## config.mk

```make
export PLATFORM = sky130hd
export DESIGN_NAME = insn_buffer
export DESIGN_NICKNAME = d
export VERILOG_FILES = /design/src/rtl/insn_buffer_pkg.sv /design/src/rtl/insn_buffer_pointer.sv /design/src/rtl/insn_buffer.sv
export SDC_FILE = /design/constraint.sdc
export NUM_CORES = 1
export LEC_CHECK = 0
export CAP_MARGIN = 20
export CORE_MARGIN = 2
export CORE_UTILIZATION = 25
export CTS_BUF_LIST = sky130_fd_sc_hd__clkbuf_4 sky130_fd_sc_hd__clkbuf_8
export DETAILED_ROUTE_END_ITERATION = 12
export GPL_ROUTABILITY_DRIVEN = 0
export HOLD_SLACK_MARGIN = 0.15
export PLACE_DENSITY_LB_ADDON = 0.05
export SETUP_SLACK_MARGIN = 0.5
export SYNTH_ARGS = -nofsm -noshare
export SYNTH_HDL_FRONTEND = slang
export SYNTH_SLANG_ARGS = --single-unit
```

## constraint.sdc

```tcl
create_clock -name clk -period 3.18 [get_ports clk]
set_input_delay 0.954 -clock clk [delete_from_list [all_inputs] [get_ports clk]]
set_output_delay 0.954 -clock clk [all_outputs]
set_load 0.005 [all_outputs]
```

## src/rtl/insn_buffer_pkg.sv

```systemverilog
// RafiTypes: shared types and constants for the fetch-to-decode parcel buffer.
`default_nettype none
package RafiTypes;
  localparam int INSN_BUFFER_CAPACITY   = 8;
  localparam int INSN_BUFFER_ADDR_WIDTH = 32;
  localparam int PARCEL_WIDTH           = 16;

  typedef struct packed {
    logic [INSN_BUFFER_ADDR_WIDTH-1:0] pc;
    logic [PARCEL_WIDTH-1:0]           insn;
    logic                              fault;
  } InsnBufferEntry;
endpackage
`default_nettype wire

```

## src/rtl/insn_buffer_pointer.sv

```systemverilog
// insn_buffer_pointer: wrapping pointer register, advances by 0/1/2, synchronous clear.
`default_nettype none
module insn_buffer_pointer #(
  parameter int WIDTH = 3
) (
  input  logic             clk,
  input  logic             rst,
  input  logic             i_clear,
  input  logic [1:0]       i_advance,
  output logic [WIDTH-1:0] o_ptr
);
  logic [WIDTH-1:0] r_ptr;

  always_ff @(posedge clk or negedge rst) begin
    if (!rst) begin
      r_ptr <= '0;
    end else if (i_clear) begin
      r_ptr <= '0;
    end else begin
      r_ptr <= r_ptr + WIDTH'(i_advance);
    end
  end

  assign o_ptr = r_ptr;
endmodule
`default_nettype wire

```

## src/rtl/insn_buffer.sv

```systemverilog
// insn_buffer: parcel FIFO between fetch and decode; splits 32-bit fetch words into
// 16-bit parcels tagged with pc and fault, pops one or two parcels per cycle.
`default_nettype none
module insn_buffer
  import RafiTypes::*;
#(
  parameter int CAPACITY   = INSN_BUFFER_CAPACITY,
  parameter int ADDR_WIDTH = INSN_BUFFER_ADDR_WIDTH
) (
  input  logic                          clk,
  input  logic                          rst,
  input  logic                          flush,
  input  logic                          write_valid,
  output logic                          write_ready,
  input  logic [ADDR_WIDTH-1:0]         write_pc,
  input  logic [31:0]                   write_insn,
  input  logic                          write_fault,
  input  logic                          read_low,
  input  logic                          read_high,
  output logic [ADDR_WIDTH+16:0]        read_entry_low,
  output logic [ADDR_WIDTH+16:0]        read_entry_high,
  output logic [$clog2(CAPACITY):0]     readable_entry_count
);
  localparam int PTR_W   = $clog2(CAPACITY);
  localparam int CNT_W   = PTR_W + 1;
  localparam int ENTRY_W = ADDR_WIDTH + PARCEL_WIDTH + 1;

  logic [ENTRY_W-1:0]    r_mem [CAPACITY];
  logic [CNT_W-1:0]      r_count;
  logic [PTR_W-1:0]      w_head;
  logic [PTR_W-1:0]      w_tail;
  logic [PTR_W-1:0]      w_head_next1;
  logic [PTR_W-1:0]      w_tail_next1;
  logic                  w_write_ready;
  logic                  w_accept;
  logic [1:0]            w_pushes;
  logic [1:0]            w_pops_req;
  logic [1:0]            w_pops;
  logic [ADDR_WIDTH-1:0] w_pc_base;
  logic [ADDR_WIDTH-1:0] w_pc_upper;
  logic [ENTRY_W-1:0]    w_entry_lo_half;
  logic [ENTRY_W-1:0]    w_entry_hi_half;
  logic                  w_unused_pc_bit0;

  assign w_unused_pc_bit0 = write_pc[0];

  assign w_write_ready = (r_count <= CNT_W'(CAPACITY - 2));
  assign w_accept      = write_valid && w_write_ready && !flush;
  assign w_pushes      = w_accept ? (write_pc[1] ? 2'd1 : 2'd2) : 2'd0;

  // Over-popping is dropped entirely rather than clamped, leaving state untouched.
  assign w_pops_req = {1'b0, read_low} + {1'b0, read_low & read_high};
  assign w_pops     = (!flush && (CNT_W'(w_pops_req) <= r_count)) ? w_pops_req : 2'd0;

  assign w_pc_base       = {write_pc[ADDR_WIDTH-1:2], 2'b00};
  assign w_pc_upper      = w_pc_base + ADDR_WIDTH'(2);
  assign w_entry_lo_half = {w_pc_base, write_insn[15:0], write_fault};
  assign w_entry_hi_half = {w_pc_upper, write_insn[31:16], write_fault};
  assign w_tail_next1    = w_tail + PTR_W'(1);
  assign w_head_next1    = w_head + PTR_W'(1);

  insn_buffer_pointer #(.WIDTH(PTR_W)) u_head (
    .clk       (clk),
    .rst       (rst),
    .i_clear   (flush),
    .i_advance (w_pops),
    .o_ptr     (w_head)
  );

  insn_buffer_pointer #(.WIDTH(PTR_W)) u_tail (
    .clk       (clk),
    .rst       (rst),
    .i_clear   (flush),
    .i_advance (w_pushes),
    .o_ptr     (w_tail)
  );

  always_ff @(posedge clk) begin
    if (w_accept) begin
      if (write_pc[1]) begin
        r_mem[w_tail] <= w_entry_hi_half;
      end else begin
        r_mem[w_tail]       <= w_entry_lo_half;
        r_mem[w_tail_next1] <= w_entry_hi_half;
      end
    end
  end

  always_ff @(posedge clk or negedge rst) begin
    if (!rst) begin
      r_count <= '0;
    end else if (flush) begin
      r_count <= '0;
    end else begin
      r_count <= r_count + CNT_W'(w_pushes) - CNT_W'(w_pops);
    end
  end

  assign write_ready          = w_write_ready;
  assign readable_entry_count = r_count;
  assign read_entry_low       = (r_count >= CNT_W'(1)) ? r_mem[w_head]       : '0;
  assign read_entry_high      = (r_count >= CNT_W'(2)) ? r_mem[w_head_next1] : '0;

  a_count_bound: assert property (@(posedge clk) disable iff (!rst)
    r_count <= CNT_W'(CAPACITY));
  a_ptr_consistent: assert property (@(posedge clk) disable iff (!rst)
    PTR_W'(w_head + r_count[PTR_W-1:0]) == w_tail);
  a_high_without_low: assert property (@(posedge clk) disable iff (!rst)
    !(read_high && !read_low));
  a_no_over_pop: assert property (@(posedge clk) disable iff (!rst)
    flush || (CNT_W'(w_pops_req) <= r_count));
endmodule
`default_nettype wire

```

==> After elaboration in Yosys (flattened, before gate mapping) <==
Memories as Yosys holds them, arrays and structs flattened.
Cells that the tools add are included.
{ "word_totals": {"ff_bits": 10, "ramBits": 392, "inputBits": 71, "n_memories": 1} }
{ "memory_table": {"columns": ["memory", "words", "width", "read_ports", "rd_clocked_by_memory_dff", "wr", "line", "source"], "rows": [
  ["r_mem", 8, 49, 2, 0, 2, "insn_buffer.sv:28", "logic [ENTRY_W-1:0] r_mem [CAPACITY];"]
]} }
{ "op_classes": {"addsub": 8, "n_lt_le_gt_ge": 4, "mux": 15, "bitwise_logic": 2, "n_reduce_logical": 4} }
{ "op_table": {"columns": ["cell", "count"], "rows": [
  ["$mux 49", 3],
  ["$add 32x2->32 const B", 1],
  ["$add 3x1->3 const B", 2],
  ["$add 3x2->3", 2],
  ["$mux 1", 6],
  ["$mux 2", 3],
  ["$mux 3", 2],
  ["$add 4x2->4", 1],
  ["$ge 4x1->1 const B", 1],
  ["$ge 4x2->1 const B", 1],
  ["$le 2x4->1", 1],
  ["$le 4x3->1 const B", 1],
  ["$mux 4", 1],
  ["$sub 4x2->4", 1],
  ["$logic_and 1x1->1", 3],
  ["$add 1x1->2", 1],
  ["$and 1x1->1", 1],
  ["$logic_not 1->1", 1],
  ["$or 1x1->1", 1]
]} }

==> Depth between registers and ports, before layout <==
{ "depth": {"ltp_word": 7, "mapped_depth": 14, "depth_no_buf": 13} }

==> By module <==
Synthesis repeated with hierarchy kept, for this count alone.
{ "unflattened": {"cells_unflattened": 1892, "area_unflattened_um2": 22793.1} }
{ "modules_own_cells": {"columns": ["mod", "n_inst", "cells_per_inst", "area_per_inst_um2", "seq_area_each_um2"], "rows": [
  ["insn_buffer", 1, 1868, 22510.3, 11551.1],
  ["insn_buffer_pointer", 2, 12, 141.4, 75.1]
]} }

==> Least setup slack after synthesis <==
OpenSTA, ideal clock, no wires.
{ "synth_path": {"path_kind": "in2reg", "start": "in write_pc[1]", "end": "mem r_mem[3][0] in the netlist's numbering, enable pin", "setup_ns": 0.409, "arrival_time_ns": 3.101, "required_time_ns": 2.771, "slack_ns": -0.330, "cell_stages": 6, "n_path_buf": 2, "cell_sequence": "clkbuf_1 > nand2b_1 > nor2_2 > o2bb2ai_1 > clkbuf_1 > and2_1"} }
{ "synth_rtl": {"columns": ["element", "line", "source"], "rows": [
  ["from (decl)", "insn_buffer.sv:15", "input logic [ADDR_WIDTH-1:0] write_pc,"],
  ["to (decl)", "insn_buffer.sv:28", null]
]} }

==> Final worst setup path <==
{ "layout_path": {"start": "reg u_head.r_ptr[0], in the netlist u_head.o_ptr[0]", "end": "out read_entry_high[6]"} }
{ "layout_between": {"elab_chain_len": 3} }
{ "layout_lines": {"columns": ["element", "line", "source"], "rows": [
  ["from (decl)", "insn_buffer_pointer.sv:12", "logic [WIDTH-1:0] r_ptr;"],
  ["from (signal assigned)", "insn_buffer_pointer.sv:20", "r_ptr <= r_ptr + WIDTH'(i_advance);"],
  ["$add 3x1->3", "insn_buffer.sv:60", "assign w_head_next1 = w_head + PTR_W'(1);"],
  ["$mem_v2 8x49", null, null],
  ["$mux 49", "insn_buffer.sv:102", "assign read_entry_high = (r_count >= CNT_W'(2)) ? r_mem[w_head_next1] : '0;"],
  ["to (decl)", "insn_buffer.sv:21", "output logic [ADDR_WIDTH+16:0] read_entry_high,"]
]} }
Every way passes these cells.

==> flow_summary_export.csv <==
group,metric,value,unit
critical_path,required,2.23,ns
grt,grt_pass1_vias,17612,
placement,dp_hpwl,54.2,mm
critical_path,crit_arrival,2.84,ns
detailed_routing,drc_errors,0,
placement,io_buffers,170,
floorplan,dieArea,90900,sq um
timing,fin_skew,0.0380,ns
power,vdd_ir_drop_max,0.353,mV
grt,overflow,0,
clocking,htreeDepth,3,
timing,setup_viol,96,
final_layout,final_cell_mix,"edfxtp_1 (376), and3_1 (249), mux4_2 (192), buf_4 (166), buf_12 (111)",
critical_path,r2r_start,"readable_entry_count[2]$_DFF_PN0_",
clocking,cts_root_buf,"clkbuf_8",
yosys,synth_edf_count,376,
yosys,async_flop_share,2.54,%
timing,slew_headroom,58.0,%
detailed_routing,antenna_left,0,
floorplan,coreArea,88000,sq um
yosys,ys_warn_count,0,
yosys,syn_inst,1689,
detailed_routing,routedWlPerCell,26.8,um
grt,antenna_found_initial,3,
clocking,cts_buffer_depth,3,
floorplan,die_x,301,um
critical_path,worst-setup-path-type,"flop to output port",
final_layout,seq_area,11700,sq um
placement,dp_cells,3034,
status,status,"finished with violations",
detailed_routing,drt_first_pass_iters,5,
final_layout,layout_commonest_cell,"edfxtp_1",
yosys,ys_ff_latch,394,
critical_path,startpoint,"u_head.o_ptr[0]$_DFF_PN0_",
timing,worst_hold_slack,0.490,ns
yosys,ys_seq_area_share,52.9,%
final_layout,nFillCells,8700,
clocking,clkSinkCount,394,
yosys,ys_types,55,
floorplan,ios,174,
timing,clock.fmax,264,MHz
final_layout,final_cell_area,31300,sq um
clocking,cts_tree,"built",
status,violations,"setup timing",
detailed_routing,drtIter0Drc,1199,
grt,track_usage,19.4,%
timing,fin_ws,-0.610,ns
final_layout,nNetsFinal,2215,
power,leakagePower,10.9,nW
timing,rsz0062_at_grt,"yes",
final_layout,area_growth,41.5,%
critical_path,cp_max_fo,7,
power,finalPower,18.1,mW
final_layout,multi_input_area,10200,sq um
run,maxCapViolations,0,
timing,finalSetupTns,-43.94,ns
final_layout,drive_gt1_share,42.3,%
hold_path,min-delay-start,"r_mem[7][18]$_SDFFE_PP1P_",
final_layout,fin_util,35.6,%
power,power.density_cell_area,580,nW/um^2
clocking,clk_latency,0.68,ns
floorplan,die_h,301,um
detailed_routing,vias,16952,
timing,worst_pin_slew,0.629,ns
critical_path,setup.worst_path.start_class,"flop",
hold_path,hold_path.class,"flop to flop",
timing,period_minus_slack,3.79,ns
grt,grt_max_degree,121,
yosys,syn_area,22100,sq um
placement,place_ws,-0.538,ns
yosys,syn_area_per_cell,13.1,sq um
clocking,cts-hold-fix-buffers,0,
yosys,ys.flop_type,"edfxtp_1",
detailed_routing,avgViaCountPerCell,5.05,
detailed_routing,finalWirelength,90.1,mm
placement,placed_cell_area,27200,sq um
clocking,clk_pin_slew,0.07,ns
floorplan,num_rows,109,
clocking,cts_made_buffers,82,
critical_path,r2r_slack,0.50,ns
timing,period_share,119,%
floorplan,start_util,25.1,%
final_layout,final_cells,3357,
timing,finalMaxSlewViolations,0,
grt,grt_pass1_wl,127,mm
timing,hold_violations,0,
critical_path,cp-end-kind,"output port",
## kinds of logic (layout without fill, tap and decap cells)
kind of cell               count (synthesis)  after routing  share of synthesized area, %
DFF                                      394            394                          52.9
xor gates and xnor gates                   8              8                         0.436
muxes                                    240            240                          21.7
other                                      1              3                        0.0170
AOI/OAI and AO/OA                        218            218                          5.82
adders and majority gates                 16             16                          1.04
and+or+nand+nor                          611            611                          14.2
buffers and inverters                    201            702                          3.83
## state kept, by name, indices dropped and copies added (netlist names)
register / count
readable_entry_count: 4
r_mem: 384
u_tail.o_ptr: 3
u_head.o_ptr: 3
## routing by layer
| layer | wire length (um) | GRT usage (%) |
|---|---|---|
| met5 | 9 | 0 |
| met4 | 1920 | 4.83 |
| met3 | 3940 | 2.70 |
| met2 | 45400 | 34.2 |
| met1 | 38800 | 25.1 |
## path summary, 6_finish.rpt
check,depth (start not counted),to
max,8,read_entry_high[6]
min,1,r_mem[7][18]$_SDFFE_PP1P_
max reg2reg,12,readable_entry_count[3]$_DFF_PN0_
min reg2reg,1,r_mem[7][18]$_SDFFE_PP1P_
max in group asynchronous,1,u_head.o_ptr[2]$_DFF_PN0_
min in group asynchronous,1,u_head.o_ptr[0]$_DFF_PN0_
## synth_stat cells (all sizes together), types with 2 or more instances
| master | number | area share, % |
|---|---|---|
| clkbuf | 112 | 2.0 |
| nor2 | 106 | 1.8 |
| o2bb2ai | 2 | 0.079 |
| xnor2 | 4 | 0.19 |
| dfxtp | 8 | 0.72 |
| a31oi | 2 | 0.057 |
| edfxtp | 376 | 51 |
| o21ai | 102 | 2.3 |
| a22oi | 35 | 1.2 |
| nor3 | 6 | 0.16 |
| and3 | 249 | 7.0 |
| mux2i | 48 | 2.2 |
| or2 | 2 | 0.057 |
| nand2b | 8 | 0.23 |
| nand2 | 119 | 2.0 |
| o32ai | 2 | 0.15 |
| nor2b | 9 | 0.25 |
| inv | 18 | 0.31 |
| dfrtp | 10 | 1.1 |
| mux4 | 192 | 20 |
| a21o | 4 | 0.14 |
| buf | 71 | 1.6 |
| nand3 | 99 | 2.2 |
| a311oi | 2 | 0.079 |
| and2 | 10 | 0.28 |
| a21oi | 57 | 1.3 |
| o31ai | 2 | 0.068 |
| ha | 12 | 0.68 |
| xor2 | 4 | 0.24 |
| fa | 4 | 0.36 |
## layout make-up
cell class | instances | share of cell area (%)
inverter | 18 | 0.216
tap | 1165 | 4.66
sequential | 394 | 37.4
multi-input combinational | 1095 | 32.5
antenna | 1 | 0.00800
clock inverter | 46 | 1.16
timing repair buffer | 537 | 19.9
clock buffer | 101 | 4.10
## report_power, final
group | internal [mW] | switching [mW]
Combinational | 3.29 | 3.31
Sequential | 5.87 | 0.112
Clock | 3.14 | 2.42
## critical path, stage by stage (launching register included)
cell     delay (ns)
dfrtp_4        0.51
ha_4           0.44
buf_12         0.18
buf_6          0.11
buf_12         0.11
mux4_2         0.50
nand2_2        0.10
a21oi_2        0.06
buf_2          0.13
## repair_timing
action,in CTS,in global routing
pin swaps,36,51
buffers inserted,84,70
endpoints found under the setup margin,102,101
resized for setup,409,162
hold endpoints to repair,0,0
gates cloned,12,9
Power figures use the tool's default switching activity.
